==> src/rtl/hazard_scoreboard.sv <==
// Decode-stage hazard scoreboard: tracks EX/MEM destination registers, raises stall and forward selects.
// Optional feature macro: HAZARD_FORWARDING_EN (undefined = no forwarding, stall on any EX/MEM dependency).
module hazard_scoreboard (
  input  logic        clk,
  input  logic        rst_n,
  input  logic        id_valid,
  input  logic [4:0]  id_rs,
  input  logic [4:0]  id_rt,
  input  logic        id_read_rs,
  input  logic        id_read_rt,
  input  logic        id_wr_en,
  input  logic [4:0]  id_wr_reg,
  input  logic        id_is_load,
  input  logic        flush,
  output logic        stall,
  output logic        issue,
  output logic [1:0]  fwd_rs_sel,
  output logic [1:0]  fwd_rt_sel,
  output logic [15:0] stall_count
);

  localparam int unsigned REG_W = 5;
  localparam int unsigned CNT_W = 16;
  localparam int unsigned SEL_W = 2;

  localparam logic [SEL_W-1:0] SEL_RF  = SEL_W'(0);
  localparam logic [SEL_W-1:0] SEL_EX  = SEL_W'(1);
  localparam logic [SEL_W-1:0] SEL_MEM = SEL_W'(2);
  localparam logic [CNT_W-1:0] CNT_MAX = {CNT_W{1'b1}};

`ifdef HAZARD_FORWARDING_EN
  localparam bit FWD_EN = 1'b1;
`else
  localparam bit FWD_EN = 1'b0;
`endif

  // MEM entry carries no load flag: a load in MEM is forwardable, so only EX needs it.
  logic             ex_valid;
  logic [REG_W-1:0] ex_reg;
  logic             ex_load;
  logic             mem_valid;
  logic [REG_W-1:0] mem_reg;

  logic             rs_need, rt_need;
  logic             rs_ex, rt_ex, rs_mem, rt_mem;
  logic             hazard;
  logic [SEL_W-1:0] rs_sel, rt_sel;

  // Dependency detection; register 0 is never a real dependency.
  always_comb begin
    rs_need = id_valid && id_read_rs && (id_rs != '0);
    rt_need = id_valid && id_read_rt && (id_rt != '0);
    rs_ex   = rs_need && ex_valid  && (ex_reg  == id_rs);
    rt_ex   = rt_need && ex_valid  && (ex_reg  == id_rt);
    rs_mem  = rs_need && mem_valid && (mem_reg == id_rs);
    rt_mem  = rt_need && mem_valid && (mem_reg == id_rt);
  end

  // With forwarding only load-use in EX stalls; without it any EX/MEM match stalls.
  always_comb begin
    hazard = ((rs_ex || rt_ex) && (ex_load || !FWD_EN)) ||
             ((rs_mem || rt_mem) && !FWD_EN);
    stall  = hazard && !flush;
    issue  = id_valid && !stall && !flush;
  end

  // Forward selects; EX wins over MEM, a load still in EX cannot forward.
  always_comb begin
    rs_sel = SEL_RF;
    rt_sel = SEL_RF;
    if (rs_ex && !ex_load) rs_sel = SEL_EX;
    else if (rs_mem)       rs_sel = SEL_MEM;
    if (rt_ex && !ex_load) rt_sel = SEL_EX;
    else if (rt_mem)       rt_sel = SEL_MEM;
    fwd_rs_sel = (FWD_EN && !stall) ? rs_sel : SEL_RF;
    fwd_rt_sel = (FWD_EN && !stall) ? rt_sel : SEL_RF;
  end

  // Pipeline tracking entries; a non-issued slot becomes a bubble.
  always_ff @(posedge clk) begin
    if (!rst_n) begin
      ex_valid  <= 1'b0;
      ex_reg    <= '0;
      ex_load   <= 1'b0;
      mem_valid <= 1'b0;
      mem_reg   <= '0;
    end else begin
      mem_valid <= ex_valid;
      mem_reg   <= ex_reg;
      ex_valid  <= issue && id_wr_en && (id_wr_reg != '0);
      ex_reg    <= id_wr_reg;
      ex_load   <= id_is_load;
    end
  end

  // Saturating stall-cycle counter.
  always_ff @(posedge clk) begin
    if (!rst_n) begin
      stall_count <= '0;
    end else if (stall && (stall_count != CNT_MAX)) begin
      stall_count <= stall_count + CNT_W'(1);
    end
  end

endmodule

==> config.mk <==
export PLATFORM = sky130hd
export DESIGN_NAME = hazard_scoreboard
export DESIGN_NICKNAME = d
export VERILOG_FILES = /design/src/rtl/hazard_scoreboard.sv
export SDC_FILE = /design/constraint.sdc
export NUM_CORES = 1
export LEC_CHECK = 0
export CORE_MARGIN = 2
export CORE_UTILIZATION = 31
export CTS_CLUSTER_DIAMETER = 100
export DETAILED_ROUTE_END_ITERATION = 7
export MAX_ROUTING_LAYER = met4
export RECOVER_POWER = 50
export SYNTH_ARGS = -nofsm -noshare
export SYNTH_HDL_FRONTEND = slang
export SYNTH_SLANG_ARGS = --single-unit
==> constraint.sdc <==
create_clock -name clk -period 3.6 [get_ports clk]
set_input_delay 0.72 -clock clk [delete_from_list [all_inputs] [get_ports clk]]
set_output_delay 0.72 -clock clk [all_outputs]
set_load 0.01 [all_outputs]
==> results.json, run 1 <==
{
  "cp_slowest_cell": "clkdlybuf4s50_1",
  "clock-sinks": 28,
  "cp.arrival_ns": 2.70,
  "fin_crit_ns": 3.419,
  "grt_usage_pct": 14.33,
  "rsz0062_at_grt": "false",
  "yosysTopAreaCell": "dfxtp_1",
  "ys_top_cells_by_area": "dfxtp_1 34%, xnor2_1 11%, and2_1 4.6%",
  "vias_per_cell": 4.845,
  "place_hpwl_um": 2938,
  "drive_gt1_share_pct": 9.955,
  "wl_per_cell_um": 12.92,
  "nets": 246,
  "coreArea_mm2": 0.005075,
  "placed_cells": 287,
  "clk_latency_ns": 0.28,
  "cts_setup_buffers": 0,
  "fmax_mhz": 292.5,
  "slew_headroom_pct": 61.80,
  "ctsHtreeMaxLevel": 1,
  "hold_violations": 0,
  "cts_max_path_buffers": 2,
  "avgSynthCellArea_um2": 9.295,
  "gr-total-overflow": 0,
  "gp_congestion": 0.8457,
  "vias": 1410,
  "start_util_pct": 32.05,
  "drc": 0,
  "ys_seq_area_share_pct": 34.46,
  "num_antenna_cells": 0,
  "stdcell_count": 291,
  "post-route-period-util_pct": 94.97,
  "drtIter0Drc": 62,
  "synth_area_mm2": 0.001627,
  "p_leak_uw": 0.0008046,
  "worst_pin_slew_ns": 0.5710,
  "largest_register_ffs": 16,
  "hold_buffers": 0,
  "required_ns": 2.88,
  "row_count": 26,
  "numCtsBuffers": 3,
  "yosysWarnings": 0,
  "cp_num_buf_inv": 3,
  "grt_pass1_vias": 1357,
  "synthCells": 175,
  "power.density_mw_per_mm2": 299.6,
  "ys_ff_latch": 28,
  "tns_ns": 0,
  "crit_top_cell": "clkdlybuf4s50_1",
  "port_buffers": 39,
  "maxCapViolCount": 0,
  "ant_nets": 0,
  "worstSetupPathType": "input pin to output pin",
  "die_w_um": 76.44,
  "setup-violations-final": 0,
  "area_growth_pct": 34.08,
  "cts-root-buf": "clkbuf_8",
  "cp_max_fo": 2,
  "antenna_found_initial": 0,
  "fin_skew_ns": 0.001190,
  "wirelength_um": 3759,
  "worst_setup_path_start_kind": "input pin",
  "setup_slack_ns": 0.1810,
  "io_pins": 45,
  "slew_viol_final": 0,
  "ys_types": 44,
  "slowest_delay_ns": 0.48,
  "place_ws_ns": -0.06018,
  "crit_path_end_kind": "output pin",
  "grt_max_degree": 19,
  "die_h_um": 76.44,
  "hold_class": "flip-flop to flip-flop",
  "outcome": "completed",
  "clkTransAtPathRegs_ns": 0.09,
  "grt_pass1_wl_um": 6506,
  "cp_top_family": "buffers and inverters",
  "hold_slack_ns": 0.5057,
  "die_area_mm2": 0.005842,
  "regToRegSetupSlack_ns": 1.38,
  "yosysTopAreaCellShare_pct": 34.46,
  "dr.pass1.iters": 4,
  "vdd_drop_max_v": 0.0001348,
  "crit_chain": "clkdlybuf4s50_1 -> or3_1 -> o311a_4 -> buf_4 -> a22oi_4 -> nor2_1 -> clkdlybuf4s50_1",
  "cts_tree": "built"
}
==> report_power, final <==
part	switching, uW	internal [uW]
registers	6.24	315
logic	34.8	47.6
clock network	100	149
==> cell usage after synthesis (all sizes together) <==
library cell  number
ha                 1
or2                1
o41ai              1
o22ai              2
a22oi              1
a22o               1
or3                3
and3               1
inv                5
nor4               4
o31ai              4
nand4             10
o2111ai            2
a41o               2
nand2b             7
xnor2             20
o2111a             1
nor4b              2
conb               1
nand4bb            1
o21a               1
nor2               4
o311a              2
and4               1
o31a               1
nor3               1
a21oi              8
nand3              6
o21ai              2
clkbuf             4
mux2i              6
nor3b              1
dfxtp             28
or4                5
nand2             15
and2              12
buf                7
o311ai             1
==> layer usage <==
layer  routed length [um]  vias to the layer above  GRT usage (%)  share of wire [%]
met5                    0                        -              -                  0
met4                   77                        0          6.545                2.0
met3                  155                        5          1.896                4.1
met2                 1642                       28          21.33                 44
met1                 1884                      660          19.36                 50
li1                     -                      717              -                  -
==> tightest hold or removal path, cell delays in order (launching register included) <==
cell and delay (ns):
dfxtp_1 0.35, nand2_1 0.06, mux2i_1 0.06
==> worst paths after layout <==
check                           depth (start not counted)              end       startpoint
worst max register to register                          6   stall_count[6]   stall_count[3]
worst min-delay path                                    2  stall_count[15]  stall_count[15]
worst max-delay path                                    7            stall         id_rs[0]
worst min register to register                          2  stall_count[15]  stall_count[15]
==> layout by cell type (no fill, tap or decap), types with 7 or more instances in the layout <==
master	synthesis	layout
nand2b_1	7	7
a21oi_1	8	8
dfxtp_1	28	28
xnor2_1	20	20
clkdlybuf4s50_1	0	25
buf_4	5	10
and2_1	12	9
nand4_1	9	9
nand2_1	15	15
dlygate4sd3_1	0	13
==> logic make-up after synthesis <==
logic type | synth area share (%)
xor+xnor | 10.77
fa+ha+maj | 0.7691
other cells | 0.2305
buf+inv | 6.308
compound gates | 14.54
flops | 34.46
simple gates | 29.23
mux | 3.692
==> stage by stage <==
step	area (um^2)	util [%]	total power (uW)
floorplan	1638	-	373.6
global placement	2115	41.67	412.5
detailed placement	2115	41.67	413.2
CTS	2185	43.05	663.8
global route	2181	42.97	683.0
finish	2181	42.97	653.4
==> what timing repair did <==
item	CTS	global route
endpoints found under the setup margin	1	0
hold endpoints to repair	0	0
resized for setup	1	0
==> final cells by class <==
cell class	instances	area, um^2
clock buffers	3	41.29
clock inverters	1	30.03
well taps	70	87.58
repair buffers	50	467.9
multi-input cells	134	974.7
fillers	549	2894
inverters	5	18.77
flip-flops and latches	28	560.5
Power figures use the tool's default switching activity.
==> inputs of run 2 (changes only) <==
- SETUP_SLACK_MARGIN: unset -> 0.4
==> results.json, run 2 (synthesized netlist as in run 1, its figures left out) <==
{
  "clkTransAtPathRegs_ns": 0.09,
  "fin_crit_ns": 3.028,
  "slew_headroom_pct": 62.03,
  "die_w_um": 76.44,
  "place_hpwl_um": 2938,
  "hold_violations": 0,
  "coreArea_mm2": 0.005075,
  "post-route-period-util_pct": 84.10,
  "numCtsBuffers": 3,
  "switching_power_uw": 141.7,
  "most-common-layout-cells": "28 x dfxtp_1, 20 x xnor2_1, 18 x clkdlybuf4s50_1",
  "hold_buffers": 0,
  "final_common_cell": "dfxtp_1",
  "dpl-instance-area_mm2": 0.002115,
  "grt_pass1_vias": 1348,
  "start_util_pct": 32.05,
  "r2r_start": "stall_count[3]",
  "vdd_drop_max_v": 0.0001347,
  "die_h_um": 76.44,
  "cp_max_fo": 3,
  "cts_tree": "built",
  "wirelength_um": 3752,
  "gp_congestion": 0.8457,
  "gr-total-overflow": 0,
  "clk_latency_ns": 0.28,
  "slew_viol_final": 0,
  "antenna_found_initial": 0,
  "nFillCells": 544,
  "port_buffers": 39,
  "worstSetupPathType": "input pin to output pin",
  "required_ns": 2.88,
  "setup-violations-final": 0,
  "cts_max_path_buffers": 2,
  "nets": 246,
  "fmax_mhz": 330.3,
  "drive_gt1_share_pct": 11.31,
  "crit_path_end_kind": "output pin",
  "clock-sinks": 28,
  "ctsHtreeMaxLevel": 1,
  "drtIter0Drc": 65,
  "grt_max_degree": 19,
  "swShare_pct": 21.70,
  "stdcell_count": 291,
  "cp.arrival_ns": 2.31,
  "p_comb_share_pct": 12.5,
  "cts-root-buf": "clkbuf_8",
  "power.density_mw_per_mm2": 296.4,
  "maxCapViolCount": 0,
  "drc": 0,
  "grt_pass1_wl_um": 6479,
  "die_area_mm2": 0.005842,
  "worst_setup_path_start_kind": "input pin",
  "p_leak_uw": 0.0008603,
  "largest_register_ffs": 16,
  "wl_per_cell_um": 12.89,
  "vias": 1406,
  "vias_per_cell": 4.832,
  "row_count": 26,
  "io_pins": 45,
  "dr.pass1.iters": 4,
  "area_growth_pct": 35.46,
  "clkPwrFrac_pct": 38.2,
  "worst_pin_slew_ns": 0.5696,
  "placed_cells": 287,
  "hold_class": "flip-flop to flip-flop",
  "min-delay-start": "stall_count[15]",
  "p_seq_share_pct": 49.2,
  "startpoint": "id_rs[4]",
  "fin_skew_ns": 0.001183,
  "fin_area_mm2": 0.002203,
  "rsz0062_at_grt": "false",
  "outcome": "completed",
  "grt_usage_pct": 14.28,
  "p_int_uw": 511.3,
  "num_antenna_cells": 0,
  "ant_nets": 0
}
==> run 2: per-stage QoR <==
| stage | hold WS (ns) | TNS, ns | setup WS (ns) | total power [uW] | util [%] |
|---|---|---|---|---|---|
| global route | 0.5372 | 0 | 0.4996 | 682.5 | 43.42 |
| detailed placement | 0.4967 | -0.06018 | -0.06018 | 413.2 | 41.67 |
| CTS | 0.5104 | 0 | 0.3693 | 663.7 | 42.97 |
| global placement | 0.4817 | -0.06888 | -0.06888 | 412.5 | 41.67 |
| finish | 0.5057 | 0 | 0.5723 | 653.0 | 43.42 |
| floorplan | 0.4524 | 0 | 0.8699 | 373.6 | - |
==> run 2: final timing paths <==
| kind | endpoint | slack [ns] | depth (start not counted) |
|---|---|---|---|
| hold reg to reg | stall_count[15] | 0.51 | 2 |
| setup reg to reg | stall_count[6] | 1.38 | 6 |
| setup / recovery | issue | 0.57 | 7 |
| hold / removal | stall_count[15] | 0.51 | 2 |
==> run 2: cell type report <==
class	count	area (um^2)	share of cell area [%]
flip-flops and latches	28	560.5	25.44
clock inverters	1	30.03	1.363
well taps	70	87.58	3.975
multi-input cells	134	985.9	44.75
clock buffers	3	41.29	1.874
repair buffers	50	479.2	21.75
inverters	5	18.77	0.8518
==> run 2: routing by layer <==
metal	share of wire [%]	GRT usage (%)	up-vias
met1	50	19.28	656
met3	4.1	1.896	5
met5	0	-	-
met4	2.1	6.545	0
met2	44	21.24	28
li1	-	-	717
==> run 2: power by group through the flow <==
stage | Combinational, uW | Clock, uW | Sequential, uW
floorplan | 46.8 | 0 | 327
global placement | 83.6 | 0 | 329
detailed placement | 84.3 | 0 | 329
CTS | 84.1 | 258 | 322
global route | 89.0 | 271 | 322
finish | 81.9 | 250 | 322
==> run 2: repair_timing <==
action                     4_1_cts  5_1_grt
setup buffers                    0        0
setup endpoints to repair        2        2
gates resized for setup          6        8
pin swaps                        1        6
==> run 2: worst max-delay path: stages <==
cell,delay [ns]
clkdlybuf4s50_1,0.56
xnor2_1,0.10
nand4_1,0.11
o22ai_2,0.13
a22o_1,0.27
nor3b_2,0.25
buf_2,0.17
